==> src/rtl/chunk_adder_pkg.sv <==
// Shared constants for the chunked adder: FSM state encoding and index sizing.
// Combinational helpers only; no latency; no flow control.
// Imported by the interface consumers and the top-level datapath.
package chunk_adder_pkg;

    localparam logic [1:0] ST_IDLE = 2'd0;
    localparam logic [1:0] ST_RUN  = 2'd1;
    localparam logic [1:0] ST_DONE = 2'd2;

    // A one-slice configuration still needs a 1-bit index register.
    function automatic int idx_width(input int nchunk);
        return (nchunk > 1) ? $clog2(nchunk) : 1;
    endfunction

endpackage

==> src/rtl/chunk_adder_if.sv <==
// Operand/result handshake bundle between producer, chunk_adder and consumer.
// Wires only; no latency.
// valid/ready on both the operand side and the result side.
interface chunk_adder_if #(
    parameter int WIDTH = 16
);
    logic             in_valid;
    logic             in_ready;
    logic [WIDTH-1:0] a;
    logic [WIDTH-1:0] b;
    logic             sub;
    logic             out_valid;
    logic             out_ready;
    logic [WIDTH:0]   sum;
    logic             ovf;

    modport master (
        output in_valid, a, b, sub, out_ready,
        input  in_ready, out_valid, sum, ovf
    );

    modport slave (
        input  in_valid, a, b, sub, out_ready,
        output in_ready, out_valid, sum, ovf
    );
endinterface

==> src/rtl/chunk_adder_add_slice.sv <==
// CHUNK-bit ripple adder slice with carry in and carry out.
// Purely combinational; no latency; no flow control.
module add_slice #(
    parameter int CHUNK = 4
) (
    input  logic [CHUNK-1:0] x,
    input  logic [CHUNK-1:0] y,
    input  logic             cin,
    output logic [CHUNK-1:0] s,
    output logic             cout
);

    assign {cout, s} = {1'b0, x} + {1'b0, y} + {{CHUNK{1'b0}}, cin};

endmodule

==> src/rtl/chunk_adder.sv <==
// Sequential WIDTH-bit add/subtract, CHUNK bits per cycle with a registered carry.
// Latency NCHUNK cycles from acceptance edge to out_valid; II = NCHUNK+2.
// Result held in DONE until out_ready; operands accepted only in IDLE.
module chunk_adder
    import chunk_adder_pkg::*;
#(
    parameter int WIDTH = 16,
    parameter int CHUNK = 4
) (
    input logic          clk,
    input logic          rst,
    chunk_adder_if.slave bus
);

    localparam int NCHUNK = WIDTH / CHUNK;
    localparam int IDX_W  = idx_width(NCHUNK);
    localparam logic [IDX_W-1:0] LAST_IDX = IDX_W'(NCHUNK - 1);

    logic [1:0]       state;
    logic [IDX_W-1:0] idx;
    logic             carry;
    logic [WIDTH-1:0] a_q;
    logic [WIDTH-1:0] b_q;
    logic [WIDTH-1:0] sum_lo;
    logic             cout_q;
    logic             ovf_q;

    logic [CHUNK-1:0] slice_s;
    logic             slice_c;
    logic [WIDTH-1:0] a_shift;
    logic [WIDTH-1:0] b_shift;
    logic [WIDTH-1:0] sum_next;
    logic             last;
    logic             slice_ovf;

    add_slice #(.CHUNK(CHUNK)) u_slice (
        .x    (a_q[CHUNK-1:0]),
        .y    (b_q[CHUNK-1:0]),
        .cin  (carry),
        .s    (slice_s),
        .cout (slice_c)
    );

    // Operands drain towards bit 0 and results enter from the top, so the
    // slice adder always sees a fixed bit range.
    if (CHUNK < WIDTH) begin : g_shift
        assign a_shift  = {{CHUNK{1'b0}}, a_q[WIDTH-1:CHUNK]};
        assign b_shift  = {{CHUNK{1'b0}}, b_q[WIDTH-1:CHUNK]};
        assign sum_next = {slice_s, sum_lo[WIDTH-1:CHUNK]};
    end else begin : g_single
        assign a_shift  = '0;
        assign b_shift  = '0;
        assign sum_next = slice_s;
    end

    assign last = (idx == LAST_IDX);

    // On the last slice the top operand bits sit in the slice's MSB position.
    assign slice_ovf = (a_q[CHUNK-1] == b_q[CHUNK-1]) && (slice_s[CHUNK-1] != a_q[CHUNK-1]);

    always_ff @(posedge clk) begin
        if (rst) begin
            state  <= ST_IDLE;
            idx    <= '0;
            carry  <= 1'b0;
            a_q    <= '0;
            b_q    <= '0;
            sum_lo <= '0;
            cout_q <= 1'b0;
            ovf_q  <= 1'b0;
        end else begin
            case (state)
                ST_IDLE: begin
                    if (bus.in_valid) begin
                        a_q   <= bus.a;
                        b_q   <= bus.b ^ {WIDTH{bus.sub}};
                        carry <= bus.sub;
                        idx   <= '0;
                        state <= ST_RUN;
                    end
                end
                ST_RUN: begin
                    a_q    <= a_shift;
                    b_q    <= b_shift;
                    sum_lo <= sum_next;
                    carry  <= slice_c;
                    if (last) begin
                        cout_q <= slice_c;
                        ovf_q  <= slice_ovf;
                        idx    <= '0;
                        state  <= ST_DONE;
                    end else begin
                        idx <= idx + IDX_W'(1);
                    end
                end
                ST_DONE: begin
                    if (bus.out_ready) begin
                        state <= ST_IDLE;
                    end
                end
                default: state <= ST_IDLE;
            endcase
        end
    end

    assign bus.in_ready  = (state == ST_IDLE) && !rst;
    assign bus.out_valid = (state == ST_DONE);
    assign bus.sum       = {cout_q, sum_lo};
    assign bus.ovf       = ovf_q;

endmodule

==> src/flat_wrapper.sv <==
// flat-port wrapper written by rule: the top's interface ports become plain ports
module chunk_adder_flat import chunk_adder_pkg::*;
#(
    parameter int WIDTH = 16,
    parameter int CHUNK = 4
)
  (clk, rst, bus_in_valid, bus_a, bus_b, bus_sub, bus_out_ready, bus_in_ready, bus_out_valid, bus_sum, bus_ovf);
  chunk_adder_if #(.WIDTH(WIDTH)) bus_i ();
  input logic clk;
  input logic rst;
  input wire logic [$bits(bus_i.in_valid)-1:0] bus_in_valid;
  input wire logic [$bits(bus_i.a)-1:0] bus_a;
  input wire logic [$bits(bus_i.b)-1:0] bus_b;
  input wire logic [$bits(bus_i.sub)-1:0] bus_sub;
  input wire logic [$bits(bus_i.out_ready)-1:0] bus_out_ready;
  output wire logic [$bits(bus_i.in_ready)-1:0] bus_in_ready;
  output wire logic [$bits(bus_i.out_valid)-1:0] bus_out_valid;
  output wire logic [$bits(bus_i.sum)-1:0] bus_sum;
  output wire logic [$bits(bus_i.ovf)-1:0] bus_ovf;
  assign bus_i.in_valid = bus_in_valid;
  assign bus_i.a = bus_a;
  assign bus_i.b = bus_b;
  assign bus_i.sub = bus_sub;
  assign bus_i.out_ready = bus_out_ready;
  assign bus_in_ready = bus_i.in_ready;
  assign bus_out_valid = bus_i.out_valid;
  assign bus_sum = bus_i.sum;
  assign bus_ovf = bus_i.ovf;
  chunk_adder #(.WIDTH(WIDTH), .CHUNK(CHUNK)) u_core (.clk(clk), .rst(rst), .bus(bus_i));
endmodule
==> config.mk <==
export PLATFORM = sky130hd
export DESIGN_NAME = chunk_adder_flat
export DESIGN_NICKNAME = d
export VERILOG_FILES = /design/src/rtl/chunk_adder_pkg.sv /design/src/rtl/chunk_adder_if.sv /design/src/rtl/chunk_adder_add_slice.sv /design/src/rtl/chunk_adder.sv /design/src/flat_wrapper.sv
export SDC_FILE = /design/constraint.sdc
export NUM_CORES = 1
export LEC_CHECK = 0
export ABC_AREA = 1
export CAP_MARGIN = 10
export CORE_UTILIZATION = 45
export CTS_CLUSTER_DIAMETER = 30
export DETAILED_ROUTE_END_ITERATION = 6
export PLACE_DENSITY = 0.73
export SETUP_SLACK_MARGIN = 0.2
export SKIP_LAST_GASP = 1
export SYNTH_ARGS = -nofsm -noshare
export SYNTH_HDL_FRONTEND = slang
export SYNTH_HIERARCHICAL = 1
export SYNTH_SLANG_ARGS = --single-unit
==> constraint.sdc <==
create_clock -name clk -period 2.3 [get_ports clk]
set_clock_uncertainty 0.2 [all_clocks]
set_input_delay 0.69 -clock clk [delete_from_list [all_inputs] [get_ports clk]]
set_output_delay 0.69 -clock clk [all_outputs]
set_load 0.03 [all_outputs]
### Word level (Yosys, flattened, before mapping)

Index checks and enable logic that the tools add are counted.

* add/subtract/negate cells: 3
* equality and inequality tests: 8
* multiplexer cells: 13
* bitwise gates (word level): 1
* reduce and logical (&&, ||, !) cells: 8

Operator list (count)
* $pmux W16 S2: 2
* $mux W16: 2
* $xor A16 B16 Y16: 1
* $mux W2: 5
* $pmux W2 S3: 1
* $add A4 B4 Y5: 1
* $add A5 B1 Y5: 1
* $eq A2 B2 Y1 const B: 2
* $ne A2 B2 Y1 const B: 2
* $pmux W2 S2: 1
* $reduce_and A2 Y1: 2
* $reduce_and A3 Y1: 1
* $add A2 B1 Y2 const B: 1
* $eq A2 B1 Y1 const B: 1
* $logic_and A1 B1 Y1: 2
* $logic_not A2 Y1: 1
* $ne A2 B1 Y1 const B: 1
* $pmux W1 S2: 1
* $reduce_bool A2 Y1: 1
* $eq A1 B1 Y1: 1
* $logic_not A1 Y1: 1
* $mux W1: 1
* $ne A1 B1 Y1: 1

* register bits: 55
* bits of input ports: 37
* output and inout bits: 20
* logic and storage cells: 41

### Longest topological paths before layout

* word-level depth: 4
* depth in mapped cells: 11
* mapped depth without buffers: 11

### By module

Netlist, hierarchy kept.

By module, submodules not included
* chunk_adder: instances 1, cells an instance 399, area an instance 2595.0 µm², seq. area each 1101.1 µm²
* add_slice: instances 1, cells an instance 25, area an instance 165.2 µm², seq. area each 0.0 µm²

### Least setup slack after synthesis

OpenSTA, ideal clock, no wires.

* kind: in2out
* from: input port rst
* to: output port bus_in_ready
* arrival time: 1.488 ns
* data required time: 1.410 ns
* setup slack: -0.078 ns
* stages: 2
* buffers on the path: 1
* path through: buf_2 nor3_1

* word-level cells in the longest chain between the ends: 2

Ends and longest elaborated chain
* start, declared: RTL line flat_wrapper.sv:10 `input logic rst;`
* $logic_not A1 Y1: RTL line chunk_adder.sv:106 `assign bus.in_ready = (state == ST_IDLE) && !rst;`
* $logic_and A1 B1 Y1: RTL line chunk_adder.sv:106
* end, declared: RTL line flat_wrapper.sv:16 `output wire logic [$bits(bus_i.in_ready)-1:0] bus_in_ready;`

Every way passes these cells.

### Worst setup path in the final report

Same ends and word-level chain as after synthesis.

==> results.json <==
{
  "status": "completed",
  "diodes": 0,
  "nets": 518,
  "initialDrtViolationCount": 162,
  "crit_path_end_kind": "output port",
  "maxSlewViolCount": 0,
  "hold_path_class": "register to register",
  "cts_htree_levels": 2,
  "critical_path_class": "input port to output port",
  "track_usage": 0.204,
  "drive_gt1_frac": 0.0630,
  "ys_seq_area_frac": 0.399,
  "layout.cells.non_filler": 551,
  "start_util": 0.466,
  "syn2layout_area_growth_pct": 25.4,
  "hold_viol": 0,
  "period_share": 0.875,
  "maxCapViolCount": 0,
  "worstPathArrival_ps": 1120,
  "leakage_nw": 1.70,
  "cts_buffer_depth": 2,
  "cp_slowest_stage_delay_ps": 150,
  "grt_remaining_overflow": 0,
  "rsz0062_at_grt": "no",
  "placement_rows": 28,
  "p_per_area_nw_per_um2": 608,
  "ir_worst_vdd_v": 0.000319,
  "dieArea_um2": 6450,
  "cts_sinks": 55,
  "whs_path_depth": 2,
  "core-area_um2": 5920,
  "cts_buffers": 5,
  "tightestPinTransition_ps": 571,
  "synth_area_um2": 2760,
  "worstHoldStart": "u_core/cout_q",
  "holdBufCountCts": 0,
  "path_max_fanout": 2,
  "clk_latency_ps": 290,
  "crit_chain": "clkbuf_2 -> nor3_4 -> buf_6",
  "timing.hold.ws_ps": 267,
  "antenna_found_initial": 0,
  "syn_area_per_cell_um2": 6.51,
  "startpoint_type": "input port",
  "rr_endpoint": "u_core/carry",
  "ff2ff_path_depth": 8,
  "routed_via_density": 4.77,
  "ant_nets": 0,
  "critPathBufInv": 2,
  "finalSetupViolCount": 0,
  "drt_first_pass_iters": 4,
  "cts_tree": "done",
  "portBuffers": 56,
  "design_power_total_mw": 2.11,
  "min_to": "u_core/cout_q",
  "cts_root_buf": "clkbuf_8",
  "relSlewSlack": 0.619,
  "cp_slowest_cell": "clkbuf_2",
  "syn_inst": 424,
  "drc_errors": 0,
  "crit_family": "buffers and inverters",
  "final_area_um2": 3460,
  "dp.cells": 543,
  "grt_pass1_vias": 2398,
  "r2r_start": "u_core/a_q[0]",
  "ys_ff_latch": 55,
  "fp.dieW_um": 80.3,
  "max_freq_ghz": 0.497,
  "fin_crit_ps": 2010,
  "chipHeight_um": 80.3,
  "dr_total_vias": 2627,
  "path_clk_slew_ps": 90,
  "cts.repair.resized": 19,
  "io_pins": 57,
  "place_area_um2": 3380,
  "hpwl_um": 4200,
  "post_cts_buffers": 0,
  "grt_start_max_net_pins": 45,
  "wl_per_cell_um": 10.6,
  "critPathRequiredTime_ps": 1410,
  "place_congestion": 0.836,
  "grt_pass1_wl_um": 10400,
  "synth_cell_types": 23,
  "rrSetupSlack_ps": 460,
  "routed_wl_um": 5840,
  "yosysWarnings": 6,
  "syn-num-nets": 467
}
-- flip-flops by register name, indices dropped and copies added, names as in the netlist --
| register | flops |
|---|---|
| u_core/a_q | 16 |
| u_core/b_q | 16 |
| u_core/sum_lo | 16 |
| u_core/idx | 2 |
| u_core/state | 2 |
| u_core/bus.ovf | 1 |
| u_core/carry | 1 |
| u_core/cout_q | 1 |
-- layer usage --
metal  global-route usage  part of all wire  wire [µm]
met1                0.262              0.49       2860
met5                    0                 0          0
met4               0.0518             0.010         61
met3               0.0318             0.045        263
met2                0.356              0.45       2660
-- metrics by stage --
step           TNS [ps]  utilization  setup WS, ps
2_1_floorplan         0            -           294
3_3_place_gp      -1820        0.572          -128
3_5_place_dp      -2230        0.572          -149
4_1_cts               0        0.585           103
5_1_grt               0        0.585           236
6_report              0        0.585           289
-- worst register-to-register path, cell delays in order (launching register included) --
cell     delay (ps)
dfxtp_1         390
fa_1            240
inv_1            70
fa_1            410
o21ai_1         210
nand2_1          80
nand2_1          80
nor2_1           40
nor2_1           70
-- logic make-up (layout without fill, tap and decap cells) --
group	after synthesis	count (layout)	synth area share
compound gates	34	34	0.0617
flops	55	55	0.399
fa+ha+maj	6	6	0.0326
xor+xnor	5	5	0.0159
buf+inv	65	117	0.110
simple gates	259	259	0.381
-- worst max path at each step --
stage,startpoint,end,slack (ps),cells after the start
final,rst,bus_in_ready,290,3
after global routing,bus_in_valid,u_core/b_q[2],240,7
after CTS,rst,bus_in_ready,100,3
after detailed placement,rst,u_core/sum_lo[4],-150,5
after global placement,rst,bus_in_ready,-130,3
after floorplan,rst,bus_in_ready,290,2
-- placed cells by master, fill, tap and decap left out --
cell               n
buf_4             10
nor3_4             1
dfxtp_1           54
nand2_1          109
nand3_1           46
buf_6              1
nand2_2            2
xor2_1             4
dfxtp_2            1
inv_2              2
nor2_4             1
o21ai_1            2
buf_12             2
nand2_4            1
xnor2_1            1
clkdlybuf4s50_1   35
inv_4              1
fa_1               2
a21oi_1           16
ha_1               4
nor2_1            99
dlygate4sd2_1     18
clkbuf_8           7
clkbuf_2           1
inv_1             39
clkbuf_1           1
o21ai_0           16
-- cells in the mapped netlist --
| cell | n | area share |
|---|---|---|
| ha_1 | 4 | 0.018 |
| a21oi_1 | 16 | 0.029 |
| nor2_4 | 1 | 0.0041 |
| inv_4 | 1 | 0.0023 |
| clkbuf_2 | 1 | 0.0018 |
| dfxtp_1 | 55 | 0.40 |
| nand2_2 | 2 | 0.0045 |
| buf_6 | 3 | 0.012 |
| nor2_1 | 99 | 0.13 |
| fa_1 | 2 | 0.015 |
| inv_1 | 39 | 0.053 |
| nand2_1 | 109 | 0.15 |
| nor3_1 | 1 | 0.0018 |
| xor2_1 | 4 | 0.013 |
| clkbuf_1 | 6 | 0.0082 |
| buf_4 | 7 | 0.019 |
| o21ai_0 | 16 | 0.029 |
| nand3_1 | 46 | 0.083 |
| xnor2_1 | 1 | 0.0032 |
| buf_2 | 6 | 0.011 |
| o21ai_1 | 2 | 0.0036 |
| nand2_4 | 1 | 0.0041 |
| inv_2 | 2 | 0.0027 |
-- cell type report --
cell class | instances | area, µm²
inverter | 42 | 160
tap | 75 | 93.8
multi-input combinational | 304 | 1370
sequential | 55 | 1100
timing repair buffer | 67 | 639
fill | 617 | 2460
clock buffer | 8 | 100
-- where the power goes --
part	switching (mW)	internal, mW	total [mW]
Sequential	0.0445	1.02	1.07
Clock	0.289	0.275	0.564
Combinational	0.278	0.197	0.475
Note: power is estimated with default switching activity, not from simulation.
